==> config.mk <==
export PLATFORM = sky130hd
export DESIGN_NAME = irq_trap_ctrl
export DESIGN_NICKNAME = d
export VERILOG_FILES = /design/src/rtl/riscv_csr_pkg.sv /design/src/rtl/irq_prio_enc.sv /design/src/rtl/irq_trap_ctrl.sv
export SDC_FILE = /design/constraint.sdc
export NUM_CORES = 1
export LEC_CHECK = 0
export CAP_MARGIN = 10
export CORE_ASPECT_RATIO = 1.1
export CORE_MARGIN = 2
export CORE_UTILIZATION = 52
export CTS_CLUSTER_DIAMETER = 150
export DETAILED_ROUTE_END_ITERATION = 7
export GPL_TIMING_DRIVEN = 1
export PLACE_DENSITY = 0.8
export RECOVER_POWER = 50
export REMOVE_ABC_BUFFERS = 1
export SYNTH_ARGS = -nofsm -noshare
export SYNTH_HDL_FRONTEND = slang
export SYNTH_SLANG_ARGS = --single-unit
==> constraint.sdc <==
create_clock -name clk -period 2.3 [get_ports clk]
set_input_delay 0.23 -clock clk [delete_from_list [all_inputs] [get_ports clk]]
set_output_delay 0.23 -clock clk [all_outputs]
set_load 0.05 [all_outputs]
==> src/rtl/riscv_csr_pkg.sv <==
// Shared M-mode CSR definitions: addresses, interrupt cause codes, mstatus
// bit positions and the trap handshake state encoding.
package riscv_csr_pkg;

  localparam logic [11:0] CSR_MSTATUS = 12'h300;
  localparam logic [11:0] CSR_MIE     = 12'h304;
  localparam logic [11:0] CSR_MTVEC   = 12'h305;
  localparam logic [11:0] CSR_MEPC    = 12'h341;
  localparam logic [11:0] CSR_MCAUSE  = 12'h342;
  localparam logic [11:0] CSR_MIP     = 12'h344;

  localparam logic [3:0] IRQ_MSI = 4'd3;
  localparam logic [3:0] IRQ_MTI = 4'd7;
  localparam logic [3:0] IRQ_MEI = 4'd11;

  // Only the three machine-level interrupt sources exist in mie/mip
  localparam logic [11:0] IRQ_MASK = 12'h888;

  localparam int MSTATUS_MIE    = 3;
  localparam int MSTATUS_MPIE   = 7;
  localparam int MSTATUS_MPP_LO = 11;
  localparam int MSTATUS_MPP_HI = 12;

  localparam logic [1:0] MTVEC_DIRECT   = 2'b00;
  localparam logic [1:0] MTVEC_VECTORED = 2'b01;

  typedef enum logic [1:0] {
    TRAP_IDLE  = 2'd0,
    TRAP_REQ   = 2'd1,
    TRAP_REDIR = 2'd2
  } trap_state_t;

  function automatic logic mtvec_mode_legal(input logic [1:0] mode);
    return (mode == MTVEC_DIRECT) || (mode == MTVEC_VECTORED);
  endfunction

endpackage

==> src/rtl/irq_prio_enc.sv <==
// Fixed-priority interrupt encoder: MEI > MSI > MTI; any other pending bit
// falls back to highest-index-wins so the encoder is total over pend[11:0].
module irq_prio_enc
  import riscv_csr_pkg::*;
(
  input  logic [11:0] pend,
  output logic        any,
  output logic [3:0]  code
);

  always_comb begin
    any  = |pend;
    code = 4'd0;
    for (int i = 0; i < 12; i++) begin
      if (pend[i]) code = i[3:0];
    end
    // Later assignments win, giving MEI the highest priority
    if (pend[IRQ_MTI]) code = IRQ_MTI;
    if (pend[IRQ_MSI]) code = IRQ_MSI;
    if (pend[IRQ_MEI]) code = IRQ_MEI;
  end

endmodule

==> src/rtl/irq_trap_ctrl.sv <==
// M-mode interrupt CSRs plus the trap/mret handshake with the pipeline:
// arbitrates pending interrupts, requests a trap and redirects fetch.
module irq_trap_ctrl
  import riscv_csr_pkg::*;
#(
  parameter int              XLEN        = 32,
  parameter logic [XLEN-1:0] RESET_MTVEC = '0
) (
  input  logic            clk,
  input  logic            rst,
  input  logic            time_interrupt,
  input  logic            msip,
  input  logic            ext_irq,
  input  logic            csr_we,
  input  logic [11:0]     csr_addr,
  input  logic [XLEN-1:0] csr_wdata,
  output logic [XLEN-1:0] csr_rdata,
  input  logic [XLEN-1:0] epc_in,
  input  logic            pc_valid,
  output logic            trap_req,
  input  logic            trap_ack,
  input  logic            mret,
  output logic            redirect_valid,
  output logic [XLEN-1:0] redirect_pc
);

  localparam logic [XLEN-1:0] ALIGN_MASK = {{(XLEN-2){1'b1}}, 2'b00};

  trap_state_t     r_state, w_state_next;
  logic [3:0]      r_code, w_code_next;
  logic            r_mstatus_mie, r_mstatus_mpie;
  logic [11:0]     r_mie, r_mip;
  logic [XLEN-1:0] r_mtvec, r_mepc, r_mcause;
  logic [XLEN-1:0] r_csr_rdata;
  logic            r_redirect_valid;
  logic [XLEN-1:0] r_redirect_pc;

  logic [11:0]     w_pend;
  logic            w_any;
  logic [3:0]      w_enc_code;
  logic            w_take_ack, w_take_mret;
  logic [XLEN-1:0] w_mstatus, w_rdata, w_trap_pc, w_mtvec_base, w_cause;

  assign w_pend = r_mip & r_mie & {12{r_mstatus_mie}};

  irq_prio_enc u_prio (
    .pend (w_pend),
    .any  (w_any),
    .code (w_enc_code)
  );

  assign w_take_ack  = (r_state == TRAP_REQ) && trap_ack;
  assign w_take_mret = (r_state == TRAP_IDLE) && mret;

  assign w_mtvec_base = r_mtvec & ALIGN_MASK;
  assign w_trap_pc    = (r_mtvec[1:0] == MTVEC_VECTORED)
                      ? w_mtvec_base + {{(XLEN-6){1'b0}}, r_code, 2'b00}
                      : w_mtvec_base;
  assign w_cause      = {1'b1, {(XLEN-5){1'b0}}, r_code};

  always_comb begin
    w_state_next = r_state;
    w_code_next  = r_code;
    case (r_state)
      TRAP_IDLE: begin
        // A retiring mret owns this cycle; pending work is seen next cycle
        if (!mret && w_any && pc_valid) begin
          w_state_next = TRAP_REQ;
          w_code_next  = w_enc_code;
        end
      end
      TRAP_REQ: begin
        if (trap_ack) w_state_next = TRAP_REDIR;
      end
      TRAP_REDIR: w_state_next = TRAP_IDLE;
      default:    w_state_next = TRAP_IDLE;
    endcase
  end

  always_comb begin
    w_mstatus                               = '0;
    w_mstatus[MSTATUS_MPP_HI:MSTATUS_MPP_LO] = 2'b11;
    w_mstatus[MSTATUS_MIE]                  = r_mstatus_mie;
    w_mstatus[MSTATUS_MPIE]                 = r_mstatus_mpie;
  end

  always_comb begin
    w_rdata = '0;
    case (csr_addr)
      CSR_MSTATUS: w_rdata = w_mstatus;
      CSR_MIE:     w_rdata = {{(XLEN-12){1'b0}}, r_mie};
      CSR_MTVEC:   w_rdata = r_mtvec;
      CSR_MEPC:    w_rdata = r_mepc;
      CSR_MCAUSE:  w_rdata = r_mcause;
      CSR_MIP:     w_rdata = {{(XLEN-12){1'b0}}, r_mip};
      default:     w_rdata = '0;
    endcase
  end

  always_ff @(posedge clk) begin
    if (rst) begin
      r_state <= TRAP_IDLE;
      r_code  <= 4'd0;
      r_mip   <= '0;
    end else begin
      r_state <= w_state_next;
      r_code  <= w_code_next;
      r_mip   <= {ext_irq, 3'b000, time_interrupt, 3'b000, msip, 3'b000};
    end
  end

  // CSR state: software writes first, mret/trap updates last so they win
  always_ff @(posedge clk) begin
    if (rst) begin
      r_mstatus_mie  <= 1'b0;
      r_mstatus_mpie <= 1'b0;
      r_mie          <= '0;
      r_mtvec        <= RESET_MTVEC;
      r_mepc         <= '0;
      r_mcause       <= '0;
    end else begin
      if (csr_we) begin
        case (csr_addr)
          CSR_MSTATUS: begin
            r_mstatus_mie  <= csr_wdata[MSTATUS_MIE];
            r_mstatus_mpie <= csr_wdata[MSTATUS_MPIE];
          end
          CSR_MIE:    r_mie <= csr_wdata[11:0] & IRQ_MASK;
          CSR_MTVEC: begin
            if (mtvec_mode_legal(csr_wdata[1:0]))
              r_mtvec <= csr_wdata;
            else
              r_mtvec <= {csr_wdata[XLEN-1:2], r_mtvec[1:0]};
          end
          CSR_MEPC:   r_mepc   <= csr_wdata & ALIGN_MASK;
          CSR_MCAUSE: r_mcause <= csr_wdata;
          default: ;
        endcase
      end
      if (w_take_mret) begin
        r_mstatus_mie  <= r_mstatus_mpie;
        r_mstatus_mpie <= 1'b1;
      end
      if (w_take_ack) begin
        r_mepc         <= epc_in & ALIGN_MASK;
        r_mcause       <= w_cause;
        r_mstatus_mpie <= r_mstatus_mie;
        r_mstatus_mie  <= 1'b0;
      end
    end
  end

  always_ff @(posedge clk) begin
    if (rst) begin
      r_csr_rdata      <= '0;
      r_redirect_valid <= 1'b0;
      r_redirect_pc    <= '0;
    end else begin
      r_csr_rdata      <= w_rdata;
      r_redirect_valid <= 1'b0;
      if (w_take_mret) begin
        r_redirect_valid <= 1'b1;
        r_redirect_pc    <= r_mepc;
      end
      if (w_take_ack) begin
        r_redirect_valid <= 1'b1;
        r_redirect_pc    <= w_trap_pc;
      end
    end
  end

  assign csr_rdata      = r_csr_rdata;
  assign trap_req       = (r_state == TRAP_REQ);
  assign redirect_valid = r_redirect_valid;
  assign redirect_pc    = r_redirect_pc;

endmodule

==> results of run 1 <==
logic make-up (layout without fill, tap and decap cells):
| logic type | count (synthesis) | in the layout | share of synthesized area |
|---|---|---|---|
| simple gates | 374 | 374 | 0.220 |
| compound gates | 246 | 246 | 0.204 |
| flops | 170 | 170 | 0.448 |
| buf+inv | 76 | 229 | 0.0466 |
| mux | 30 | 30 | 0.0420 |
| xor+xnor | 26 | 26 | 0.0299 |
| fa+ha+maj | 5 | 5 | 0.00922 |
| other cells | 1 | 2 | 0.000493 |
routing by layer:
layer / vias up / share of wire
li1: 3545 / -
met1: 3590 / 0.39
met4: 0 / 0.036
met2: 401 / 0.49
met3: 79 / 0.079
met5: - / 0
placed cells by master, fill, tap and decap left out, types with 17 or more instances in the layout:
master           instances
a21oi_1                 97
a311oi_1                33
dlygate4sd3_1           37
a22oi_1                 32
nor2_1                  56
buf_4                   33
clkdlybuf4s50_1        108
clkbuf_16               17
o21ai_0                 49
dfxtp_1                170
xnor2_1                 24
nand2_1                243
cell type report:
type	count	share of cell area
flip-flops and latches	170	0.340
clock inverters	15	0.0249
inverters	6	0.00225
repair buffers	191	0.183
multi-input cells	683	0.383
well taps	192	0.0240
clock buffers	17	0.0425
how the worst max path moves through the flow:
stage	startpoint	end	slack (ns)
final	r_state[0]	trap_req	0.12
after global routing	csr_addr[11]	csr_rdata[29]	0.01
after CTS	r_state[0]	trap_req	0.11
after detailed placement	csr_addr[6]	r_mtvec[10]	0.09
after global placement	csr_addr[6]	r_mtvec[10]	0.11
after floorplan	csr_addr[3]	r_mtvec[10]	-2.37
state kept, by name, summed over array words and instances, names as in the netlist:
signal	count
r_code	3
r_mepc	30
r_mstatus_mie	1
redirect_pc	30
r_mip	3
r_state	2
redirect_valid	1
r_mstatus_mpie	1
r_mtvec	32
r_mie	3
csr_rdata	32
r_mcause	32
synth_stat cells, types with 15 or more instances:
library cell,instances,area share
a21oi_1,97,0.064
xnor2_1,24,0.028
dfxtp_1,170,0.45
buf_2,22,0.014
nor2_1,56,0.028
nand2_1,243,0.12
mux2i_1,15,0.020
o21ai_0,48,0.032
a22oi_1,32,0.032
a311oi_1,33,0.038
mux2_2,15,0.022
clkbuf_1,34,0.017
report_power, final:
group | switching [mW] | internal, mW | leakage (nW) | total, mW
combinational | 0.192 | 0.176 | 1.78 | 0.368
clock | 1.23 | 2.04 | 0.311 | 3.26
sequential | 0.0103 | 2.95 | 1.37 | 2.96
total | 1.43 | 5.17 | 3.47 | 6.60
worst max-delay path, delay by kind of cell (launching register included):
kind                   cells  cell delay [ns]
buffers and inverters      1             0.83
flip-flops                 1             0.44
AND/OR/NAND/NOR            1             0.25
per-stage QoR:
stage	total power [mW]	cells	instance area [µm²]
finish	6.60	1274	10000
global route	6.74	1274	10000
CTS	6.60	1274	10100
detailed placement	3.40	1242	9410
global placement	3.40	1242	9410
floorplan	3.13	859	7280
==> impl_metrics.csv, run 1 <==
group,metric,value,unit
drt,vias,7615,
critical_path,arrival,1.95,ns
hold_path,min_path_cells,2,
critical_path,worst_r2r_path_depth,7,
critical_path,worstPathRequired,2.07,ns
critical_path,slowest_delay,0.83,ns
hold_path,min_to,"r_mip[7]",
logic_synthesis,synth-edff-count,0,
timing,worst_slack,0.115,ns
final_layout,nets,1159,
timing,fin_crit_sh,0.950,
floorplanning,die_y,131,µm
drt,viasPerCell,5.98,
place,port_buffers,146,
logic_synthesis,synth_area_per_cell,8.19,µm²
critical_path,cp_max_fo,7,
cts,cts_max_level,4,
place,dpl_worst_slack,0.0865,ns
timing,rsz0062_at_grt,"false",
logic_synthesis,synth-main-ff-cell,"dfxtp_1",
drt,drc,0,
pwr,powerDensity,660,nW/µm²
logic_synthesis,yosys_warnings,0,
critical_path,worst_r2r_startpoint,"r_mtvec[5]",
cts,numCtsBuffers,17,
global_routing,grt_pass1_wl,37100,µm
floorplanning,chipWidth,119,µm
cts,cts_tree,"yes",
final_layout,fillers,1140,
floorplanning,coreArea,14300,µm²
logic_synthesis,synthArstFlopShare,0,
timing,setup_viol,0,
cts,clock_latency,0.44,ns
logic_synthesis,synth_seq_cells,170,
critical_path,end_kind,"primary output",
cts,cts-resized-gates,0,
cts,cts_setup_buffers,0,
timing,hold_viol,0,
cts,cts_max_path_buffers,2,
place,hpwlAfterDp,15500,µm
global_routing,met2_usage,0.528,
floorplanning,io_pins,151,
logic_synthesis,yosysUniqueCellTypes,66,
global_routing,use_met1,0.361,
critical_path,worstSetupStartpointType,"flip-flop",
drt,first_pass_iters,6,
logic_synthesis,seq_area_frac_synth,0.448,
cts,cts_num_sinks,170,
timing,worst_pin_slew,2.02,ns
final_layout,multi_input_area,3830,µm²
floorplanning,dieArea,15600,µm²
pwr,peakVddDrop,0.526,mV
global_routing,grt_max_degree,88,
global_routing,use_met3,0.0556,
hold_path,hold_start,"time_interrupt",
drt,routed_wirelength,23400,µm
timing,layout_min_cycle_time,2.18,ns
critical_path,slowest_stage,"clkdlybuf4s50_1",
global_routing,overflow,0,
global_routing,top_usage_layer,"met2",
floorplanning,initial_utilization,0.531,
global_routing,antenna_found_initial,0,
cts,cts-root-buf,"clkbuf_16",
cts,ctsHoldBuffers,0,
logic_synthesis,synth_cells,928,
logic_synthesis,syn-cell-area,7600,µm²
place,gp_congestion,0.938,
critical_path,r2r-end,"redirect_pc[27]",
timing,final.setup.tns,0,ns
cts,clk_pin_slew,0.07,ns
timing,slew_headroom,-0.344,
timing,slew_viol_final,88,
run_status,outcome,"finished with violations",
floorplanning,rows,46,
timing,finalClockSkew,0.00853,ns
drt,ant_nets,0,
final_layout,final_util,0.698,
global_routing,grt_pass1_vias,7359,
critical_path,crit_type,"reg2out",
final_layout,regArea,3400,µm²
hold_path,hp-class,"in2reg",
run_status,violations,"capacitance limit, slew limit",
global_routing,grt_usage,0.302,
timing,max_freq,458,MHz
critical_path,regToRegSetupSlack,0.17,ns
drt,drt_first_iter_violations,986,
flow_run,drv_cap,1,
pwr,p_leak,3.47,nW
final_layout,drive_above_1_share,0.0980,
timing,whs,0.342,ns
final_layout,diodes,0,
critical_path,crit_chain,"nor2b_2 > clkdlybuf4s50_1",
drt,routedWlPerCell,18.4,µm
final_layout,synthToLayoutAreaGrowth,31.5,%
Note: power is estimated with default switching activity, not from simulation.
==> inputs of run 2 (changes only) <==
--- a/config.mk
+++ b/config.mk
@@ -8,11 +8,11 @@
 export CAP_MARGIN = 10
 export CORE_ASPECT_RATIO = 1.1
 export CORE_MARGIN = 2
-export CORE_UTILIZATION = 52
+export CORE_UTILIZATION = 45
 export CTS_CLUSTER_DIAMETER = 150
 export DETAILED_ROUTE_END_ITERATION = 7
 export GPL_TIMING_DRIVEN = 1
-export PLACE_DENSITY = 0.8
+export PLACE_DENSITY = 0.71
 export RECOVER_POWER = 50
 export REMOVE_ABC_BUFFERS = 1
 export SYNTH_ARGS = -nofsm -noshare
==> run 2 against run 1 <==
The run still ends with capacitance limit, slew limit left. Utilization is 9.3 points lower. Clock power is 19% lower. Highest routed layer unchanged. Via count is 3.6% lower. Setup slack worse by 0.018 ns. Largest power group is now registers. Combinational power hardly changed. Critical path type unchanged.
==> impl_metrics.csv, run 2 (synthesized netlist as in run 1, its figures left out) <==
group,metric,value,unit
run_status,outcome,"finished with violations",
run_status,violations,"capacitance limit, slew limit",
final_layout,final_util,0.604,
timing,slew_viol_final,88,
place,hpwlAfterDp,16000,µm
timing,layout_min_cycle_time,2.20,ns
hold_path,hp-class,"in2reg",
timing,max_freq,454,MHz
place,dpl_worst_slack,0.0153,ns
pwr,powerDensity,601,nW/µm²
critical_path,worstPathRequired,2.07,ns
drt,routed_wirelength,23100,µm
critical_path,worstSetupStartpointType,"flip-flop",
floorplanning,dieArea,18000,µm²
cts,cts_setup_buffers,0,
pwr,power.switching,1.35,mW
floorplanning,coreArea,16400,µm²
drt,drt_first_iter_violations,643,
cts,cts_max_path_buffers,2,
final_layout,nets,1164,
cts,cts_max_level,4,
cts,ctsHoldBuffers,0,
timing,setup_viol,0,
hold_path,min_path_cells,2,
floorplanning,initial_utilization,0.463,
pwr,comb_power_share,0.062,
final_layout,layout_commonest_cell,"nand2_1",
timing,fin_crit_sh,0.957,
global_routing,use_met3,0.0493,
floorplanning,chipWidth,128,µm
global_routing,antenna_found_initial,0,
pwr,power_frac_seq,0.497,
timing,worst_slack,0.0978,ns
cts,cts_tree,"yes",
timing,worst_pin_slew,1.98,ns
final_layout,fin_cells,1290,
global_routing,overflow,0,
pwr,power.share.switching,0.227,
timing,rsz0062_at_grt,"false",
global_routing,grt_max_degree,88,
floorplanning,die_y,140,µm
pwr,p_clk_frac,0.442,
final_layout,synthToLayoutAreaGrowth,30.6,%
final_layout,fillers,1446,
cts,cts-root-buf,"clkbuf_16",
global_routing,met2_usage,0.435,
floorplanning,rows,49,
cts,cts-resized-gates,0,
cts,clock_latency,0.43,ns
final_layout,layout_common_cells,"nand2_1, dfxtp_1, a21oi_1",
drt,viasPerCell,5.69,
final_layout,stdcell_area,9930,µm²
drt,first_pass_iters,5,
final_layout,diodes,0,
timing,slew_headroom,-0.321,
place,port_buffers,146,
cts,numCtsBuffers,17,
timing,hold_viol,0,
pwr,p_leak,3.48,nW
place,gp_congestion,0.908,
hold_path,hold_start,"time_interrupt",
global_routing,use_met1,0.325,
hold_path,min_to,"r_mip[7]",
cts,cts_num_sinks,170,
critical_path,crit_type,"reg2out",
timing,final.setup.tns,0,ns
critical_path,worst_r2r_startpoint,"r_code[1]",
cts,clk_pin_slew,0.06,ns
critical_path,worst_r2r_path_depth,8,
global_routing,grt_pass1_wl,36300,µm
critical_path,cp_max_fo,7,
pwr,peakVddDrop,0.539,mV
critical_path,end_kind,"primary output",
drt,vias,7343,
place,dpl-instance-area,9480,µm²
final_layout,drive_above_1_share,0.0958,
critical_path,arrival,1.97,ns
global_routing,top_usage_layer,"met2",
drt,routedWlPerCell,17.9,µm
place,placed_cells,1259,
global_routing,grt_usage,0.257,
critical_path,r2r-end,"redirect_pc[26]",
floorplanning,io_pins,151,
pwr,power.internal,4.61,mW
critical_path,regToRegSetupSlack,0.18,ns
drt,drc,0,
drt,ant_nets,0,
flow_run,drv_cap,1,
global_routing,grt_pass1_vias,6899,
timing,finalClockSkew,0.00649,ns
run 2: cell count changes in the layout (fill, tap and decap cells not counted), moves of 4 or more:
cell             before  now
clkdlybuf4s50_1     108   96
clkbuf_1              4    8
clkbuf_8              0    4
dlygate4sd3_1        37   49
bufinv_16             6    0
run 2: routing by layer:
metal  vias up  routed length (µm)
met4         0                 555
met5         -                   0
met2       294               11200
met1      3462                9810
met3        45                1520
li1       3542                   -
run 2: per-stage QoR:
step / hold WS (ns) / power, mW
after floorplan: 0.295 / 3.13
after global placement: 0.438 / 3.40
after detailed placement: 0.445 / 3.40
after CTS: 0.340 / 5.99
after global routing: 0.354 / 6.12
final: 0.353 / 5.97
run 2: worst max-delay path, stage by stage (launching register included):
cell	delay [ns]
dfxtp_1	0.43
nor2b_2	0.25
clkdlybuf4s50_1	0.86
run 2: how the worst max path moves through the flow:
stage,endpoint,slack [ns],startpoint
3_5_place_dp,r_mtvec[3],0.02,csr_addr[6]
2_1_floorplan,r_mtvec[10],-2.37,csr_addr[3]
4_1_cts,trap_req,0.1,r_state[0]
6_report,trap_req,0.1,r_state[0]
5_1_grt,trap_req,0.004,r_state[0]
3_3_place_gp,r_mtvec[9],0.02,csr_addr[6]
run 2: cell type report:
class	count	area [µm²]	share of cell area
multi-input cells	683	3840	0.386
clock buffers	24	492	0.0495
flip-flops and latches	170	3400	0.343
well taps	204	255	0.0257
inverters	6	22.5	0.00227
clock inverters	7	42.5	0.00429
repair buffers	196	1880	0.189
run 2: power groups by stage:
stage          clock (mW)  sequential [mW]  combinational [mW]
2_1_floorplan           0             3.04              0.0843
3_3_place_gp            0             3.03               0.368
3_5_place_dp            0             3.03               0.368
4_1_cts              2.65             2.96               0.371
5_1_grt              2.77             2.96               0.390
6_report             2.63             2.96               0.368
==> inputs of run 3 (changes only) <==
--- a/config.mk
+++ b/config.mk
@@ -12,6 +12,7 @@
 export CTS_CLUSTER_DIAMETER = 150
 export DETAILED_ROUTE_END_ITERATION = 7
 export GPL_TIMING_DRIVEN = 1
+export MAX_ROUTING_LAYER = met4
 export PLACE_DENSITY = 0.71
 export RECOVER_POWER = 50
 export REMOVE_ABC_BUFFERS = 1
==> run 3 against run 2 <==
Critical path type unchanged. Fmax decreased by 0.25%. Sequential power about the same. Clock skew about the same. Utilization increased by 0.48 points. Clock power increased by 9.9%. Sequential share of layout area decreased by 0.27 points. Power increased by 4.3%. Final area increased by 0.79%. Register-to-register slack got worse by 0.03 ns. The flow still finishes with violations (capacitance limit, slew limit). Hold slack improved by 0.0010 ns. First-iteration DRC count decreased by 0.93%. Wire length about the same. Highest routed layer unchanged.
==> impl_metrics.csv, run 3 (synthesized netlist as in run 1, its figures left out) <==
group,metric,value,unit
drt,drt_first_iter_violations,637,
global_routing,grt_pass1_wl,36500,µm
global_routing,grt_pass1_vias,6831,
hold_path,hold_start,"time_interrupt",
pwr,p_leak,3.48,nW
final_layout,stdcell_area,10000,µm²
hold_path,hp-class,"in2reg",
pwr,power_frac_seq,0.476,
floorplanning,chipWidth,128,µm
timing,slew_headroom,-0.486,
timing,fin_crit_sh,0.960,
place,gp_congestion,0.907,
critical_path,regToRegSetupSlack,0.15,ns
cts,cts-resized-gates,0,
critical_path,cp_max_fo,7,
cts,cts_num_sinks,170,
global_routing,overflow,0,
cts,cts-root-buf,"clkbuf_16",
global_routing,grt_usage,0.266,
critical_path,r2r-end,"redirect_pc[26]",
global_routing,met2_usage,0.441,
global_routing,use_met3,0.0462,
pwr,power.switching,1.35,mW
pwr,powerDensity,622,nW/µm²
timing,worst_pin_slew,2.23,ns
critical_path,worst_r2r_startpoint,"r_code[1]",
run_status,outcome,"finished with violations",
pwr,p_clk_frac,0.464,
global_routing,grt_max_degree,57,
place,dpl-instance-area,9500,µm²
cts,cts_max_level,4,
global_routing,antenna_found_initial,0,
critical_path,arrival,1.98,ns
run_status,violations,"capacitance limit, slew limit",
floorplanning,dieArea,18000,µm²
cts,numCtsBuffers,17,
drt,viasPerCell,5.67,
final_layout,synthToLayoutAreaGrowth,31.6,%
timing,finalClockSkew,0.00613,ns
timing,max_freq,453,MHz
timing,rsz0062_at_grt,"false",
cts,cts_setup_buffers,0,
hold_path,min_to,"r_mip[7]",
drt,first_pass_iters,5,
floorplanning,io_pins,151,
hold_path,min_path_cells,2,
final_layout,final_util,0.609,
global_routing,use_met1,0.331,
cts,clock_latency,0.43,ns
critical_path,worst_r2r_path_depth,8,
timing,layout_min_cycle_time,2.21,ns
critical_path,worstSetupStartpointType,"flip-flop",
cts,ctsHoldBuffers,0,
floorplanning,die_y,140,µm
critical_path,worstPathRequired,2.07,ns
place,port_buffers,146,
drt,drc,0,
drt,routedWlPerCell,17.8,µm
timing,setup_viol,0,
floorplanning,coreArea,16400,µm²
final_layout,fillers,1471,
final_layout,drive_above_1_share,0.0998,
final_layout,diodes,0,
final_layout,layout_commonest_cell,"nand2_1",
cts,cts_max_path_buffers,2,
pwr,comb_power_share,0.060,
timing,hold_viol,0,
cts,clk_pin_slew,0.06,ns
timing,slew_viol_final,48,
drt,routed_wirelength,23100,µm
critical_path,end_kind,"primary output",
cts,cts_tree,"yes",
floorplanning,initial_utilization,0.463,
pwr,power.share.switching,0.216,
timing,whs,0.354,ns
pwr,peakVddDrop,0.550,mV
final_layout,nets,1169,
floorplanning,rows,49,
final_layout,regArea,3400,µm²
place,hpwlAfterDp,16000,µm
global_routing,top_usage_layer,"met2",
drt,ant_nets,0,
critical_path,crit_type,"reg2out",
flow_run,drv_cap,1,
final_layout,layout_common_cells,"nand2_1, dfxtp_1, clkdlybuf4s50_1",
pwr,power.internal,4.88,mW
drt,vias,7342,
final_layout,multi_input_area,3820,µm²
-- run 3: changes by cell type in the layout (fill, tap and decap cells not counted), sizes merged --
cell / before / now
clkdlybuf4s50: 96 / 111
dlygate4sd3: 49 / 34
buf: 40 / 47
bufinv: 0 / 2
clkinv: 4 / 2
clkinvlp: 3 / 2
-- run 3: through the flow --
step / worst slack [ns] / setup TNS (ns) / instances / power (mW)
final: 0.0922 / 0 / 1296 / 6.22
after global routing: 0.0209 / 0 / 1296 / 6.40
after CTS: 0.0896 / 0 / 1296 / 6.25
after detailed placement: 0.0938 / 0 / 1264 / 3.40
after global placement: 0.109 / 0 / 1264 / 3.40
after floorplan: -2.37 / -168.03 / 859 / 3.13
-- run 3: per-layer routing --
layer,routed length [µm],vias up,part of all wire
met2,11300,277,0.49
li1,-,3555,-
met4,405,0,0.018
met3,1510,34,0.065
met1,9940,3476,0.43
met5,0,-,0
-- run 3: cell type report --
class / count / area share
Multi-Input combinational cell: 683 / 0.382
Sequential cell: 170 / 0.340
Timing Repair Buffer: 201 / 0.191
Clock buffer: 26 / 0.0509
Tap cell: 204 / 0.0255
Clock inverter: 6 / 0.00850
Inverter: 6 / 0.00225
-- run 3: power groups by stage --
stage	sequential [mW]	combinational, mW	clock [mW]
after floorplan	3.04	0.0843	0
after global placement	3.03	0.373	0
after detailed placement	3.03	0.373	0
after CTS	2.96	0.375	2.91
after global routing	2.96	0.396	3.04
final	2.96	0.372	2.89
-- run 3: critical path: stages (launching register included) --
cell and delay (ns):
dfxtp_1 0.44, nor2b_2 0.25, clkdlybuf4s50_1 0.86
-- run 3: worst max path at each step --
stage / from / end / slack, ns / cells after the start
3_3_place_gp: csr_addr[6] / r_mtvec[10] / 0.11 / 7
2_1_floorplan: csr_addr[3] / r_mtvec[10] / -2.37 / 4
5_1_grt: csr_addr[11] / csr_rdata[2] / 0.02 / 7
3_5_place_dp: csr_addr[7] / r_mcause[19] / 0.09 / 9
6_report: r_state[0] / trap_req / 0.09 / 2
4_1_cts: r_state[0] / trap_req / 0.09 / 2
==> RTL change: new RTL, config.mk and constraints of run 1 <==
Register the output `redirect_pc` once more; this adds one clock of latency there. The other outputs are not delayed to match.
--- a/src/rtl/irq_trap_ctrl.sv
+++ b/src/rtl/irq_trap_ctrl.sv
@@ -172,7 +172,9 @@
   assign csr_rdata      = r_csr_rdata;
   assign trap_req       = (r_state == TRAP_REQ);
   assign redirect_valid = r_redirect_valid;
-  assign redirect_pc    = r_redirect_pc;
+  always_ff @(posedge clk) begin
+    redirect_pc <= r_redirect_pc;
+  end
 
 endmodule
 
Formal check against the unedited RTL: not equivalent (Yosys sat finds a counterexample within 4 cycles, from zero or initial values and one cycle with rst high).
==> RTL change against run 1 <==
- sequential cell count grew 30
- synthesized area grew 11%
- non-clock buffer count grew 9
- routed wire length grew 4.4%
- largest power group is now registers
- via count grew 2.4%
- sequential power grew 17%
- worst hold slack lost 0.15 ns
- global-route usage shrank 2.1 points
- clock power shrank 9.5%
- register-to-register slack lost 0.09 ns
- cell area grew 9.0%
- sequential share of layout area grew 2.7 points
- total power grew 2.8%
- worst setup slack lost 0.035 ns
==> RTL change: results (changes against run 1) <==
metric;value;unit;change
synth_top_cells_by_area;dfxtp_1 (47%), nand2_1 (8.8%), mux2i_1 (4.6%);;
drt_wl_total;24400;um;+4.4%
insertion_delay;0.45;ns;
critPathMaxStageDelay;0.42;ns;-0.41 ns
status;finished clean;;
worstRegToRegCells;9;;+2
critPathCapture;r_redirect_pc[8];;
grt_max_degree;67;;-24%
ys_types;60;;-9.1%
crit_type;register to register;;
port-buffer-count;146;;unchanged
num_antenna_cells;0;;unchanged
grt_pass1_vias;7674;;+4.3%
grt_usage;28.1;%;-2.1 points
critPathSlowestCell;fa_1;;
path_max_fanout;6;;-1
initialDrtViolationCount;837;;-15%
reg2reg_slack;0.08;ns;-0.09 ns
dp_hpwl;16500;um;+6.6%
switching_share;22.1;%;+0.45 points
finalWeightedCongestion;0.877;;-6.5%
seq_area_frac_synth;47.3;%;+2.5 points
leakagePower;3.75;nW;+8.3%
instances_no_fill;1322;;+3.8%
crit_family;adder cells;;
ir_drop;0.484;mV;-7.9%
multi_input_area;4110;um^2;+7.3%
vias_per_cell;5.90;;-1.4%
synthArstFlopShare;0;%;unchanged
fin_skew;0.0166;ns;+0.00808 ns
yosys_warnings;0;;unchanged
htreeDepth;4;;unchanged
grt_pass1_wl;38700;um;+4.3%
fillers;1245;;+9.2%
cts_buffers;17;;unchanged
synthCells;968;;+4.3%
clockBufferDepth;2;;unchanged
reg2reg_to;r_redirect_pc[8];;
place_area;10300;um^2;+9.6%
drive_gt1_share;8.82;%;-0.97 points
r2r-start;r_code[1];;
drtPass1Iterations;8;;+2
nNetsFinal;1199;;+3.5%
crit_arrival;2.60;ns;+0.65 ns
worst_pin_slew;0.717;ns;-1.30 ns
synth_common_cells;dfxtp_1 (200), nand2_1 (199), nor2_1 (82);;
[RTL change: power groups by stage]
stage / sequential, W / combinational, W / clock [W]
floorplan: 0.00356 / 0.0000744 / 0
global placement: 0.00355 / 0.000346 / 0
detailed placement: 0.00355 / 0.000347 / 0
CTS: 0.00348 / 0.000351 / 0.00296
global route: 0.00347 / 0.000372 / 0.00309
finish: 0.00347 / 0.000352 / 0.00295
[RTL change: logic make-up (layout without fill, tap and decap cells)]
logic type               count (synthesis)  in the layout  synth area share, %
AND/OR/NAND/NOR                        393            393                 22.1
flip-flops                             200            200                 47.3
XOR/XNOR                                23             23                 2.38
buffers and inverters                   85            238                 4.39
AO/OA/AOI/OAI                          221            221                 18.3
adder cells (fa/ha/maj)                  6              6                0.945
multiplexers                            39             39                 4.61
other                                    1              2               0.0443
[RTL change: how the worst min path moves through the flow]
stage | to | slack, ns | cells after the start | from
final | r_mtvec[12] | 0.19 | 2 | rst
after global routing | r_mtvec[11] | 0.20 | 2 | rst
after CTS | r_mtvec[12] | 0.18 | 2 | rst
after detailed placement | redirect_pc[24] | 0.34 | 0 | r_redirect_pc[24]
after global placement | redirect_pc[14] | 0.33 | 0 | r_redirect_pc[14]
after floorplan | r_redirect_pc[26] | 0.29 | 1 | rst
[RTL change: cell type report]
type / instances / share of cell area, %
multi-input combinational: 684 / 37.7
sequential: 200 / 36.7
timing repair buffer: 200 / 17.8
clock buffer: 22 / 4.17
tap: 200 / 2.30
clock inverter: 10 / 1.11
inverter: 6 / 0.207
[RTL change: metrics by stage]
stage	power [W]	hold WS [ns]	setup slack, ns
3_3_place_gp	0.00390	0.334	0.108
3_5_place_dp	0.00390	0.337	-0.0503
2_1_floorplan	0.00363	0.295	-1.75
4_1_cts	0.00679	0.184	0.0814
6_report	0.00678	0.191	0.0801
5_1_grt	0.00694	0.197	0.00924
[RTL change: layer usage]
layer / GRT usage [%] / up-vias / part of all wire, %
met5: 0 / - / 0
met4: 12.2 / 0 / 2.3
met3: 4.51 / 53 / 8.1
met2: 48.2 / 378 / 48
met1: 35.5 / 3677 / 41
li1: - / 3687 / -
[RTL change: repair_timing]
action | 4_1_cts | 5_1_grt
setup endpoints to repair | 0 | 7
gates resized for setup | 0 | 5
hold buffers | 0 | 0
buffers inserted | 0 | 4
